[config.mk]
export PLATFORM = sky130hd
export DESIGN_NAME = vga_mode_ctrl
export DESIGN_NICKNAME = d
export VERILOG_FILES = /design/src/rtl/vga_mode_ctrl.sv
export SDC_FILE = /design/constraint.sdc
export NUM_CORES = 1
export LEC_CHECK = 0
export CORE_MARGIN = 8
export CORE_UTILIZATION = 50
export DETAILED_ROUTE_END_ITERATION = 16
export PLACE_DENSITY = 0.67
export SKIP_CTS_REPAIR_TIMING = 1
export SYNTH_ARGS = -nofsm -noshare
export SYNTH_HDL_FRONTEND = slang
export SYNTH_SLANG_ARGS = --single-unit
[constraint.sdc]
create_clock -name system_clk -period 2.3 [get_ports system_clk]
set_input_delay 0.46 -clock system_clk [delete_from_list [all_inputs] [get_ports system_clk]]
set_output_delay 0.46 -clock system_clk [all_outputs]
set_load 0.01 [all_outputs]
[src/rtl/vga_mode_ctrl.sv]
// Display-mode selector for a VGA pattern generator. Button and auto-cycle requests
// are latched and applied only at the vertical-sync boundary.
module vga_mode_ctrl #(
  parameter int NUM_MODES   = 6,
  parameter int DB_CYCLES   = 1000000,
  parameter int AUTO_FRAMES = 120
) (
  input  logic       system_clk,
  input  logic       RST,
  input  logic       btn_next,
  input  logic       btn_prev,
  input  logic       auto_en,
  input  logic       vsync,
  output logic [2:0] ena,
  output logic       frame_tick,
  output logic       pending
);
  localparam int CW = $clog2(DB_CYCLES + 1);
  localparam int FW = (AUTO_FRAMES > 1) ? $clog2(AUTO_FRAMES) : 1;
  localparam logic [CW-1:0] DB_LAST   = CW'(DB_CYCLES - 1);
  localparam logic [FW-1:0] FR_LAST   = FW'(AUTO_FRAMES - 1);
  localparam logic [2:0]    MODE_LAST = 3'(NUM_MODES - 1);

  typedef enum logic [1:0] {REQ_NONE = 2'd0, REQ_NEXT = 2'd1, REQ_PREV = 2'd2} req_e;

  // Out-of-range codes fold back into the legal range so ena can never escape it.
  function automatic logic [2:0] step_next(input logic [2:0] e);
    return (e >= MODE_LAST) ? 3'd0 : e + 3'd1;
  endfunction

  function automatic logic [2:0] step_prev(input logic [2:0] e);
    return (e == 3'd0 || e > MODE_LAST) ? MODE_LAST : e - 3'd1;
  endfunction

  logic [1:0]    btn_s1_q, btn_s2_q;   // bit 0 = next, bit 1 = prev
  logic          auto_s1_q, auto_s2_q;
  logic          vs_s1_q, vs_s2_q, vs_prev_q;
  logic [1:0]    db_q, db_d, db_dly_q;
  logic [CW-1:0] cnt_q [2];
  logic [CW-1:0] cnt_d [2];
  logic          tick_q, tick_d;
  logic [2:0]    ena_q, ena_d;
  req_e          req_q, req_d;
  logic [FW-1:0] frame_q, frame_d;
  logic [1:0]    press_s;
  logic          next_ev_s, prev_ev_s;

  always_ff @(posedge system_clk or posedge RST) begin
    if (RST) begin
      btn_s1_q  <= 2'b00;
      btn_s2_q  <= 2'b00;
      auto_s1_q <= 1'b0;
      auto_s2_q <= 1'b0;
      vs_s1_q   <= 1'b1;
      vs_s2_q   <= 1'b1;
      vs_prev_q <= 1'b1;
    end else begin
      btn_s1_q  <= {btn_prev, btn_next};
      btn_s2_q  <= btn_s1_q;
      auto_s1_q <= auto_en;
      auto_s2_q <= auto_s1_q;
      vs_s1_q   <= vsync;
      vs_s2_q   <= vs_s1_q;
      vs_prev_q <= vs_s2_q;
    end
  end

  // The counter measures how long the synchronized input has disagreed with the debounced state.
  always_comb begin
    db_d = db_q;
    for (int i = 0; i < 2; i++) begin
      cnt_d[i] = '0;
      if (btn_s2_q[i] != db_q[i]) begin
        if (cnt_q[i] == DB_LAST) begin
          db_d[i] = btn_s2_q[i];
        end else begin
          cnt_d[i] = cnt_q[i] + CW'(1);
        end
      end else begin
        cnt_d[i] = '0;
      end
    end
  end

  assign press_s   = db_q & ~db_dly_q;
  assign next_ev_s = press_s[0] & ~press_s[1];
  assign prev_ev_s = press_s[1] & ~press_s[0];

  // A press in the tick cycle lands after the apply, so it survives into the next frame.
  always_comb begin
    ena_d   = ena_q;
    req_d   = req_q;
    frame_d = frame_q;
    tick_d  = vs_prev_q & ~vs_s2_q;
    if (tick_q) begin
      case (req_q)
        REQ_NEXT: ena_d = step_next(ena_q);
        REQ_PREV: ena_d = step_prev(ena_q);
        default: begin
          if (auto_s2_q && frame_q == FR_LAST) ena_d = step_next(ena_q);
          else                                 ena_d = ena_q;
        end
      endcase
      req_d = REQ_NONE;
    end else begin
      ena_d = ena_q;
    end
    if (next_ev_s)      req_d = REQ_NEXT;
    else if (prev_ev_s) req_d = REQ_PREV;
    else                req_d = req_d;
    if (!auto_s2_q || (|press_s)) frame_d = '0;
    else if (tick_q)              frame_d = (frame_q == FR_LAST) ? '0 : frame_q + FW'(1);
    else                          frame_d = frame_q;
  end

  always_ff @(posedge system_clk or posedge RST) begin
    if (RST) begin
      db_q     <= 2'b00;
      db_dly_q <= 2'b00;
      cnt_q[0] <= '0;
      cnt_q[1] <= '0;
      tick_q   <= 1'b0;
      ena_q    <= 3'd0;
      req_q    <= REQ_NONE;
      frame_q  <= '0;
    end else begin
      db_q     <= db_d;
      db_dly_q <= db_q;
      cnt_q[0] <= cnt_d[0];
      cnt_q[1] <= cnt_d[1];
      tick_q   <= tick_d;
      ena_q    <= ena_d;
      req_q    <= req_d;
      frame_q  <= frame_d;
    end
  end

  assign ena        = ena_q;
  assign frame_tick = tick_q;
  assign pending    = (req_q != REQ_NONE);

endmodule

### After elaboration in Yosys (flattened, before gate mapping)

Index checks and enable logic that the tools add are counted.

* order comparisons: 2
* bitwise logic cells: 8
* equal/unequal tests: 7
* muxes and demuxes: 14
* add/sub/neg operators: 5
* reduce and logical (&&, ||, !) cells: 13

Operator list (count)
* two-way mux 20 bit: 4
* adder 20 x 1 -> 20 bit (second input constant): 2
* equality test 20 bit (second input constant): 2
* two-way mux 7 bit: 3
* two-way mux 3 bit: 3
* adder 7 x 1 -> 7 bit (second input constant): 1
* equality test 7 bit (second input constant): 1
* two-way mux 2 bit: 3
* case mux 3 bit (2 select lines): 1
* AND reduction 2 bit: 3
* nonzero test 3 bit: 2
* nonzero test 2 bit: 2
* adder 3 x 1 -> 3 bit (second input constant): 1
* AND 1 bit: 3
* greater-or-equal comparator 3 bit (second input constant): 1
* > comparator 3 bit (second input constant): 1
* zero test 3 bit: 1
* inverter 1 bit: 3
* subtractor 3 x 1 -> 3 bit (second input constant): 1
* AND 2 bit: 1
* equality test 2 x 1 -> 1 bit (second input constant): 1
* equality test 2 bit (second input constant): 1
* logical OR 1 bit: 2
* inequality test 1 bit: 2
* 4 further kinds: 4

* word-level logic and storage cells: 65
* output and inout port bits: 5
* register bits: 66

### Logic depth before layout (Yosys ltp)

Gate-level depths: netlist of run 1.

* depth after elaboration: 6
* gate-level depth with buffers: 6
* gate-level depth less buffers: 6

### Least setup slack after synthesis of run 1

No wires, ideal clock.

* kind: register -> register
* start point: register cnt_q[20] in the netlist's numbering
* end point: register cnt_q[38] in the netlist's numbering
* cell stages (with the launch flop): 7
* buffers on the path: 1
* data arrival time: 1.905 ns
* period minus slack after synthesis: 1.983 ns
* slack: 0.317 ns
* cell sequence: dfrtp_1 > ha_1 > nand2_1 > or4_1 > buf_2 > or4_1 > a21oi_1

RTL lines
* start, declared: line 39 `logic [CW-1:0] cnt_q [2];`

==> run_results.csv, run 1 <==
group,metric,value,unit
run_status,status,"completed",
layout,multi_input_area,1430,um2
timing,relSlewSlack,71.3,%
layout,post_layout_nonfiller_instances,416,
setup_path,required,2.57,ns
route,via_per_inst,5.56,
die,die_area,9140,um2
global_route,grt_max_degree,67,
power_and_ir_drop,ir_drop,0.408,mV
setup_path,startpoint_type,"flop",
clocking,clk_root_buffer_cell,"clkbuf_8",
power_and_ir_drop,p_per_area,679,nW/um2
yosys,synth-warning-count,0,
placed_design,io_buffers,10,
yosys,synth_top_cell_by_area,"dfrtp_1",
power_and_ir_drop,cellLeakagePower,1.52,nW
setup_path,r2r-start,"cnt_q[20]",
route,wl,5610,um
route,drc,0,
die,dieHeight,95.6,um
yosys,synthCells,315,
global_route,grt_pass1_wl,10000,um
layout,regArea,1660,um2
timing,finClkSkew,0.00744,ns
layout,n_antenna_cell,0,
min_path,hold_path_class,"reg2reg",
yosys,yosys-top-cells-area,"dfrtp_1 (50%), nor2_1 (4.0%), xnor2_1 (3.6%)",
yosys,ys.flop_type,"dfrtp_1",
layout,fillCellCount,525,
yosys,synth_edf_count,0,
layout,post-route-util,58.6,%
global_route,grt_util_all_layers,13.9,%
route,vias,2311,
yosys,synthTopCellsByCount,"dfrtp_1 (63), nor2_1 (34), nand2_1 (24)",
global_route,grt_pass1_vias,2261,
timing,period_minus_slack,2.11,ns
die,initial_utilization,50.8,%
placed_design,place_congestion,0.859,
timing,setup_tns,0,ns
clocking,clk_pin_slew,0.07,ns
clocking,cts_sinks,66,
timing,report.final.setup_viol,0,
min_path,hold_start,"btn_s1_q[0]",
yosys,yosys.cell_count.top_type,"dfrtp_1",
timing,fmax,474,MHz
setup_path,startpoint,"cnt_q[20]",
die,rows,29,
yosys,ys_ff_latch,66,
yosys,ys_seq_area_share,52.2,%
yosys,ys_async_sr_fraction,100,%
clocking,cts_tree,"done",
setup_path,cp_max_fo,7,
yosys,synth_top_cell_area_share,49.7,%
setup_path,worstSetupPathType,"reg2reg",
die,pin_count,11,
route,drtPass1Iterations,4,
layout,drive_above_1_share,10.3,%
timing,fin_crit_sh,91.8,%
clocking,clk_latency,0.34,ns
placed_design,dp_hpwl,3760,um
route,antenna_left,0,
clocking,numCtsBuffers,9,
clocking,h-tree-depth,3,
timing,slew_viol_final,0,
yosys,synth_cell_type_count,42,
yosys,syn_area,3170,um2
timing,rsz0062_at_grt,"no",
placed_design,place_area,3410,um2
setup_path,arrival,2.38,ns
clocking,clockBufferDepth,2,
placed_design,placed_cells,400,
yosys,syn_avg_cell_area,10.1,um2
die,fp.coreArea,6240,um2
setup_path,cp-end-kind,"flop",
die,die_w,95.6,um
layout,layout-area-overhead-vs-synth,15.4,%
yosys,syn_nets,330,
run,cap_violations,0,
timing,worst_pin_slew,0.426,ns
layout,post-route-cell-area,3660,um2
global_route,antenna_found_initial,0,
layout,nets,349,
route,drt_iter0_markers,88,
route,wl_per_cell,13.5,um
timing,hold_violations,0,
global_route,overflow,0,
## layout by cell type, fill, tap and decap left out, types with 9 or more instances in the layout
cell / n
nor2_1: 34
dfrtp_1: 63
ha_1: 9
inv_1: 16
clkdlybuf4s50_1: 10
or4_1: 9
o21ai_0: 9
xnor2_1: 13
nand3_1: 17
a21oi_1: 17
nand2_1: 24
clkbuf_8: 10
xor2_1: 13
## stage by stage
| step | power [mW] | setup WS [ns] | hold slack [ns] |
|---|---|---|---|
| finish | 2.48 | 0.188 | 0.354 |
| global route | 2.58 | 0.0817 | 0.362 |
| CTS | 2.51 | 0.192 | 0.354 |
| detailed placement | 1.31 | 0.197 | 0.337 |
| global placement | 1.31 | 0.256 | 0.338 |
| floorplan | 1.27 | 0.190 | 0.331 |
## critical path, stage by stage, from the launching register on
cell and delay, ns:
dfrtp_1 0.41, ha_1 0.25, nand2_1 0.10, or4_1 0.63, or4_1 0.51, a21oi_1 0.15
## per-layer routing
metal | share of wire [%] | GRT usage, % | up-vias
met5 | 0 | 0 | -
met4 | 1.7 | 6.53 | 0
met2 | 44 | 20.7 | 27
met3 | 4.2 | 4.25 | 5
met1 | 50 | 18.1 | 1117
li1 | - | - | 1162
## worst paths after layout
path                               end  slack, ns  cells after the start
max                          cnt_q[38]       0.19                      5
min                        btn_s2_q[0]       0.35                      0
max reg2reg                  cnt_q[38]       0.19                      5
min reg2reg                btn_s2_q[0]       0.35                      0
max in group asynchronous      vs_s2_q       1.47                      3
min in group asynchronous    cnt_q[13]       0.49                      3
## kinds of logic after synthesis
group / synth area share [%]
AO/OA/AOI/OAI: 10.1
XOR/XNOR: 7.19
adder cells (fa/ha/maj): 3.55
buffers and inverters: 3.12
flip-flops: 52.2
multiplexers: 1.34
AND/OR/NAND/NOR: 22.4
## cell type report
class                      count  share of cell area, %
multi-input combinational    223                   39.0
clock inverter                 6                   3.11
tap                           77                   2.63
timing repair buffer          17                   4.52
sequential                    66                   45.3
inverter                      17                   1.74
clock buffer                  10                   3.76
## power breakdown
group	switching [mW]	total (mW)	leakage (nW)	internal (mW)
combinational	0.0512	0.0833	0.506	0.0321
sequential	0.0183	1.20	0.891	1.18
clock	0.450	1.20	0.119	0.751
total	0.519	2.48	1.52	1.96
## registers in the layout, summed over array words and instances, names as in the netlist
| signal | count |
|---|---|
| vs_s2_q | 1 |
| cnt_q | 40 |
| vs_prev_q | 1 |
| vs_s1_q | 1 |
| db_q | 2 |
| auto_s2_q | 1 |
| auto_s1_q | 1 |
| ena | 3 |
| btn_s1_q | 2 |
| frame_q | 7 |
| frame_tick | 1 |
| req_q | 2 |
| db_dly_q | 2 |
| btn_s2_q | 2 |
No activity file was read; power rests on OpenSTA's default activity.
==> run 2: changes to the inputs <==
--- a/config.mk
+++ b/config.mk
@@ -7,6 +7,7 @@
 export LEC_CHECK = 0
 export CORE_MARGIN = 8
 export CORE_UTILIZATION = 50
+export CTS_BUF_LIST = sky130_fd_sc_hd__clkbuf_8 sky130_fd_sc_hd__clkbuf_16
 export DETAILED_ROUTE_END_ITERATION = 16
 export PLACE_DENSITY = 0.67
 export SKIP_CTS_REPAIR_TIMING = 1
==> results of run 2 <==
Same layout as run 1: the final DEF is identical, and so are final timing and power.
==> run 3: changes to the inputs <==
--- a/config.mk
+++ b/config.mk
@@ -11,6 +11,7 @@
 export DETAILED_ROUTE_END_ITERATION = 16
 export PLACE_DENSITY = 0.67
 export SKIP_CTS_REPAIR_TIMING = 1
+export SKIP_LAST_GASP = 1
 export SYNTH_ARGS = -nofsm -noshare
 export SYNTH_HDL_FRONTEND = slang
 export SYNTH_SLANG_ARGS = --single-unit
==> results of run 3 <==
Same layout as run 1: the final DEF is identical, and so are final timing and power.
